--- src/rtl/sync_fifo_param.sv ---
// sync_fifo_param: single-clock parametrised FIFO with occupancy count, almost flags, sticky errors and optional FWFT read
module sync_fifo_param #(
    parameter int DATA_WIDTH = 8,
    parameter int DEPTH      = 8,
    parameter int PTR_WIDTH  = 3,
    parameter int AF_THRESH  = 6,
    parameter int AE_THRESH  = 2,
    parameter int FWFT       = 0
) (
    input  logic                  clk,
    input  logic                  rst_n,
    input  logic                  w_en,
    input  logic                  r_en,
    input  logic                  clr_err,
    input  logic [DATA_WIDTH-1:0] data_in,
    output logic [DATA_WIDTH-1:0] data_out,
    output logic                  full,
    output logic                  empty,
    output logic                  almost_full,
    output logic                  almost_empty,
    output logic [PTR_WIDTH:0]    count,
    output logic                  overflow,
    output logic                  underflow
);
    localparam logic [PTR_WIDTH:0] CNT_MAX = (PTR_WIDTH+1)'(DEPTH);
    localparam logic [PTR_WIDTH:0] AF      = (PTR_WIDTH+1)'(AF_THRESH);
    localparam logic [PTR_WIDTH:0] AE      = (PTR_WIDTH+1)'(AE_THRESH);
    logic [DATA_WIDTH-1:0] mem_q [DEPTH];
    logic [PTR_WIDTH-1:0]  wptr_q, wptr_d, rptr_q, rptr_d;
    logic [PTR_WIDTH:0]    count_q, count_d;
    logic                  full_q, full_d, empty_q, empty_d, af_q, af_d, ae_q, ae_d;
    logic                  ovf_q, ovf_d, unf_q, unf_d;
    logic [DATA_WIDTH-1:0] dout_q, dout_d, head;
    logic                  push, pop;
    always_comb begin
        push    = w_en && !full_q;
        pop     = r_en && !empty_q;
        wptr_d  = wptr_q + PTR_WIDTH'(push);
        rptr_d  = rptr_q + PTR_WIDTH'(pop);
        count_d = count_q + (PTR_WIDTH+1)'(push) - (PTR_WIDTH+1)'(pop);
        full_d  = count_d == CNT_MAX;
        empty_d = count_d == '0;
        af_d    = count_d >= AF;
        ae_d    = count_d <= AE;
        ovf_d   = (w_en && full_q) || (ovf_q && !clr_err);
        unf_d   = (r_en && empty_q) || (unf_q && !clr_err);
        head    = (push && wptr_q == rptr_d) ? data_in : mem_q[rptr_d];
        dout_d  = (FWFT != 0) ? (!empty_d ? head : dout_q) : (pop ? mem_q[rptr_q] : dout_q);
    end
    always_ff @(posedge clk) begin
        if (!rst_n) begin
            wptr_q  <= '0;
            rptr_q  <= '0;
            count_q <= '0;
            full_q  <= 1'b0;
            empty_q <= 1'b1;
            af_q    <= 1'b0;
            ae_q    <= 1'b1;
            ovf_q   <= 1'b0;
            unf_q   <= 1'b0;
            dout_q  <= '0;
        end else begin
            wptr_q  <= wptr_d;
            rptr_q  <= rptr_d;
            count_q <= count_d;
            full_q  <= full_d;
            empty_q <= empty_d;
            af_q    <= af_d;
            ae_q    <= ae_d;
            ovf_q   <= ovf_d;
            unf_q   <= unf_d;
            dout_q  <= dout_d;
        end
    end
    always_ff @(posedge clk) begin
        if (push) mem_q[wptr_q] <= data_in;
    end
    assign data_out     = dout_q;
    assign full         = full_q;
    assign empty        = empty_q;
    assign almost_full  = af_q;
    assign almost_empty = ae_q;
    assign count        = count_q;
    assign overflow     = ovf_q;
    assign underflow    = unf_q;
endmodule

--- config.mk ---
export PLATFORM = sky130hd
export DESIGN_NAME = sync_fifo_param
export DESIGN_NICKNAME = d
export VERILOG_FILES = /design/src/rtl/sync_fifo_param.sv
export SDC_FILE = /design/constraint.sdc
export NUM_CORES = 1
export LEC_CHECK = 0
export ABC_CLOCK_PERIOD_IN_PS = 5800
export BUFFER_PORTS_ARGS = -buffer_cell sky130_fd_sc_hd__buf_2
export CAP_MARGIN = 20
export CORE_MARGIN = 2
export CORE_UTILIZATION = 50
export CTS_CLUSTER_DIAMETER = 120
export DETAILED_ROUTE_END_ITERATION = 10
export HOLD_SLACK_MARGIN = 0.03
export PLACE_DENSITY = 0.69
export SKIP_LAST_GASP = 1
export SLEW_MARGIN = 20
export SYNTH_ARGS = -nofsm -noshare
export SYNTH_HDL_FRONTEND = slang
export SYNTH_SLANG_ARGS = --single-unit
--- constraint.sdc ---
create_clock -name clk -period 5.8 [get_ports clk]
set_clock_uncertainty 0.15 [all_clocks]
set_input_delay 1.16 -clock clk [delete_from_list [all_inputs] [get_ports clk]]
set_output_delay 1.16 -clock clk [all_outputs]
set_load 0.03 [all_outputs]
# ---- After elaboration in Yosys (flattened, before gate mapping)
# Memory sizes are Yosys's and may differ from the RTL's. A register that Yosys moved wholly into a read port is not among the register bits.
# Index checks and enable logic that the tools add are counted.
dict set report totals {
  wordCells 32
  n_memories 1
  input_bits 13
  out_inout_bits 18
  mem_bits_rw 64
  register_bits 16
}
# name depth word_bits rd rd_clocked_by_memory_dff write_ports line
set memory_table {}
lappend memory_table {mem_q 8 8 1 1 1 28} ;# logic [DATA_WIDTH-1:0] mem_q [DEPTH];
dict set report classes {
  reduce_logical 13
  n_eq_ne 1
  n_mux 2
  n_lt_le_gt_ge 2
  n_addsub 4
}
# cell count
set ops {}
lappend ops {{3-bit by 1-bit adder with 3-bit output} 2}
lappend ops {{1-bit logical AND} 6}
lappend ops {{4-bit by 1-bit adder with 4-bit output} 1}
lappend ops {{4-bit == test (second input constant)} 1}
lappend ops {{4-bit by 3-bit >= comparator with 1-bit output (second input constant)} 1}
lappend ops {{4-bit by 2-bit <= comparator with 1-bit output (second input constant)} 1}
lappend ops {{1-bit logical NOT} 4}
lappend ops {{4-bit logical NOT} 1}
lappend ops {{4-bit by 1-bit subtractor with 4-bit output} 1}
lappend ops {{1-bit logical OR} 2}
lappend ops {{1-bit 2-to-1 mux} 2}

# ---- Depth between registers and ports, before layout
dict set report logic_depth {
  word_depth 5
  ltp_mapped 9
  depth_no_buf 8
}

# ---- Worst setup path before layout
# Ideal clock, no wire load.
dict set report synth_timing {
  path_kind {input -> register}
  start {input port r_en}
  end {register full_q, in the netlist full}
  arrival_time_ns 2.841
  path_buffers 1
  path_slack_ns 2.693
  path_stages 9
  t_required_ns 5.535
  setup_ns 0.115
  cell_sequence {nor2b_1 clkbuf_1 xor2_1 ha_1 inv_1 fa_1 xnor2_1 nor3_1 and3_1}
}
dict set report synth_between {
  elab_chain_len 3
}
# element line
set synth_rtl {}
lappend synth_rtl {{from (decl)} 13} ;# input logic r_en,
lappend synth_rtl {{1-bit logical AND} 37} ;# pop = r_en && !empty_q;
lappend synth_rtl {{4-bit by 1-bit subtractor with 4-bit output} 40} ;# count_d = count_q + (PTR_WIDTH+1)'(push) - (PTR_WIDTH+1)'(pop);
lappend synth_rtl {{4-bit == test} 41} ;# full_d = count_d == CNT_MAX;
lappend synth_rtl {{to (signal assigned)} 66} ;# full_q <= full_d;
lappend synth_rtl {{to (decl)} 31} ;# logic full_q, full_d, empty_q, empty_d, af_q, af_d, ae_q, ae_d;
# No other way between the ends.
# A chain may end at the register's enable or synchronous reset.

# ---- Worst setup path after layout
dict set report layout_timing {
  start {input port w_en}
  end {register full_q, in the netlist full}
}
dict set report layout_between {
  elab_chain_len 4
}
# element line
set layout_rtl {}
lappend layout_rtl {{from (decl)} 12} ;# input logic w_en,
lappend layout_rtl {{1-bit logical AND} 36} ;# push = w_en && !full_q;
lappend layout_rtl {{4-bit by 1-bit adder with 4-bit output} 40}
lappend layout_rtl {{4-bit by 1-bit subtractor with 4-bit output} 40}
lappend layout_rtl {{4-bit == test} 41}
# No other way between the ends.

==> flow_metrics.env <==
export IMPL_synthFlopType="edfxtp_1"
export IMPL_critical_path_class="primary input to register"
export IMPL_clk_path_buf_depth=2
export IMPL_fin_tns_setup_ns=0
export IMPL_p_leak_nw=1.42
export IMPL_syn_nets=255
export IMPL_post_cts_buffers=0
export IMPL_required_ns=5.89
export IMPL_final_min_clock_period_ns=2.91
export IMPL_regArea_um2=2400
export IMPL_finalCritPeriodShare_pct=50.2
export IMPL_path_clk_slew_ns=0.08
export IMPL_p_seq_share_pct=51.0
export IMPL_grt_util_met1_pct=23.8
export IMPL_path_cells="buf_2 -> nor2b_1 -> xor2_1 -> ha_1 -> inv_1 -> fa_1 -> xnor2_1 -> nor3_1 -> and3_1"
export IMPL_cp_num_buf_inv=2
export IMPL_path_delay_family="simple AND/OR/NAND/NOR gates"
export IMPL_netlist_instances=235
export IMPL_final_area_um2=3840
export IMPL_io_pins=31
export IMPL_first_global_vias=1822
export IMPL_cts_tree="done"
export IMPL_grt_max_degree=35
export IMPL_nFillCells=544
export IMPL_synth_top_cell_area_share_pct=55.1
export IMPL_synth_edf_count=64
export IMPL_synth_area_leader_cell="edfxtp_1"
export IMPL_drive_gt1_share_pct=17.4
export IMPL_ctsHtreeMaxLevel=3
export IMPL_via_per_inst=5.43
export IMPL_grt_busiest_layer="met2"
export IMPL_worstMarginPinSlew_ns=1.03
export IMPL_gp_congestion=0.739
export IMPL_status="completed"
export IMPL_die_y_um=87.5
export IMPL_grt_total_usage_pct=17.1
export IMPL_rsz0062_at_grt="false"
export IMPL_cap_violations=0
export IMPL_power_density_nw_per_um2=419
export IMPL_die_w_um=87.5
export IMPL_slowest_stage="fa_1"
export IMPL_area_delta_synth_final_pct=10.2
export IMPL_comb_power_share_pct=24.9
export IMPL_num_vias=1900
export IMPL_die_area_um2=7660
export IMPL_max_stage_delay_ns=0.38
export IMPL_cts_sinks=88
export IMPL_drtIter0Drc=98
export IMPL_p_switching_w=0.000499
export IMPL_p_sw_share_pct=31.0
export IMPL_grt_use_met3_pct=3.68
export IMPL_numCtsBuffers=9
export IMPL_async_flop_share_pct=0
export IMPL_cp_start_kind="primary input"
export IMPL_core_um2=6760
export IMPL_gr_total_overflow=0
export IMPL_synth_area_leaders="edfxtp_1 55%, dfxtp_1 14%, mux2i_1 9.2%, a22oi_1 3.9%, and2_1 2.2%"
export IMPL_rows=30
export IMPL_cts_hold_buffers=0
export IMPL_hold_path_class="register to register"
export IMPL_ys_ff_latch=88
export IMPL_slew_viol_final=0
export IMPL_hpwl_mm=3.88
export IMPL_dpl_cell_area_um2=3660
export IMPL_yosysWarnings=0
export IMPL_post_cts_resized=0
export IMPL_seq_area_frac_synth_pct=68.8
export IMPL_detail_route_wl_per_cell_um=16.7
export IMPL_antenna_found_initial=0
export IMPL_grt_pass1_wl_mm=9.43
export IMPL_synth_avg_cell_area_um2=14.8
export IMPL_antennaDiodeCount=0
export IMPL_final_core_util_pct=56.9
export IMPL_pwr_share_clk_pct=24.1
export IMPL_slew_headroom_pct=31.2
export IMPL_io_buffer_count=30
export IMPL_ant_nets=0
export IMPL_wl_mm=5.85
export IMPL_ir_drop_mv=0.136
export IMPL_multi_input_comb_area_um2=985
export IMPL_clk_insertion_delay_late_ns=0.34
export IMPL_cp_max_fo=5
export IMPL_arrival_ns=3.01
export IMPL_dr_pass1_iters=4
export IMPL_start_util_pct=51.6
export IMPL_drc=0
export IMPL_cell_internal_pwr_w=0.00111
export IMPL_end_kind="register"
export IMPL_fmax_ghz=0.343
export IMPL_yosysUniqueCellTypes=27
export IMPL_setup_viol=0
export IMPL_syn_area_um2=3490
export IMPL_hold_viol=0
export IMPL_use_met2_pct=25.9
export IMPL_final_nets=286
export IMPL_root_buffer="clkbuf_8"
==> stage by stage <==
stage          total power, W  worst slack (ns)  std cells  hold WS, ns
6_report              0.00161              2.89        350        0.379
3_5_place_dp          0.00124              2.53        335        0.369
4_1_cts               0.00163              2.90        350        0.392
2_1_floorplan         0.00116              2.69        235        0.421
3_3_place_gp          0.00123              2.58        335        0.349
5_1_grt               0.00170              2.68        350        0.411
==> power groups by stage <==
stage / Clock [W] / Sequential (W) / Combinational (W)
2_1_floorplan: 0 / 0.000871 / 0.000285
3_3_place_gp: 0 / 0.000835 / 0.000396
3_5_place_dp: 0 / 0.000837 / 0.000403
4_1_cts: 0.000398 / 0.000823 / 0.000406
5_1_grt: 0.000421 / 0.000834 / 0.000449
6_report: 0.000388 / 0.000822 / 0.000401
==> routing by layer <==
metal	part of all wire [%]	vias to the layer above	wire, um
met3	3.8	6	223
met4	1.0	0	59
li1	-	926	-
met1	48	919	2800
met2	47	49	2760
met5	0	-	0
==> worst reg2reg max path, stage by stage, from the launching register on <==
cell and delay [ns]:
dfxtp_1 0.33, nor2b_1 0.35, xor2_1 0.19, ha_1 0.18
inv_1 0.06, fa_1 0.38, xnor2_1 0.33, nor3_1 0.08
and3_1 0.18
==> synthesized netlist by cell type (all sizes together), types with 3 or more instances <==
| cell | number |
|---|---|
| xor2 | 4 |
| mux2i | 32 |
| nor2 | 7 |
| inv | 6 |
| nor3 | 3 |
| clkbuf | 6 |
| nand2 | 10 |
| o21ai | 8 |
| xnor2 | 3 |
| a22oi | 18 |
| edfxtp | 64 |
| a21oi | 9 |
| nand2b | 4 |
| buf | 5 |
| and2 | 12 |
| nor2b | 8 |
| dfxtp | 24 |
| ha | 6 |
==> cell usage in the layout (no fill, tap or decap), types with 4 or more instances in the layout <==
| master | synthesis | routed |
|---|---|---|
| edfxtp_1 | 64 | 64 |
| o21ai_0 | 8 | 8 |
| nand2_1 | 10 | 10 |
| inv_1 | 6 | 6 |
| ha_1 | 6 | 6 |
| a21oi_1 | 8 | 8 |
| mux2i_1 | 32 | 32 |
| nor2_1 | 7 | 7 |
| xor2_1 | 4 | 4 |
| dfxtp_1 | 24 | 23 |
| buf_2 | 1 | 30 |
| and2_1 | 12 | 12 |
| nor2b_1 | 8 | 8 |
| a22oi_1 | 18 | 18 |
| nand2b_1 | 4 | 4 |
| clkbuf_8 | 0 | 9 |
==> worst paths after layout <==
kind                                start   endpoint  slack [ns]  cells past startpoint
worst min register to register  underflow  underflow        0.38                      2
worst max register to register       full       full        3.46                      8
worst min-delay path            underflow  underflow        0.38                      2
worst max-delay path                 w_en       full        2.89                      9
==> cell families (layout without fill, tap and decap cells) <==
group / Yosys count / in the layout / share of synthesized area, %
flip-flops: 88 / 88 / 68.8
AND/OR/NAND/NOR: 45 / 45 / 6.74
AO/OA/AOI/OAI: 39 / 39 / 7.53
multiplexers: 32 / 32 / 9.18
buffers and inverters: 17 / 52 / 3.23
adder cells (fa/ha/maj): 7 / 7 / 2.72
XOR/XNOR: 7 / 7 / 1.76
==> cell type report <==
type / count / share of cell area, %
repair buffers: 31 / 4.10
flip-flops and latches: 88 / 62.5
clock inverters: 5 / 1.27
inverters: 6 / 0.586
multi-input cells: 130 / 25.6
clock buffers: 10 / 3.32
well taps: 80 / 2.60
==> flip-flops by register name, indices dropped and copies added (netlist names) <==
register      count
mem_q            64
data_out          8
count             4
rptr_q            3
wptr_q            3
almost_empty      1
almost_full       1
empty             1
full              1
overflow          1
underflow         1
No activity file was read; power rests on OpenSTA's default activity.
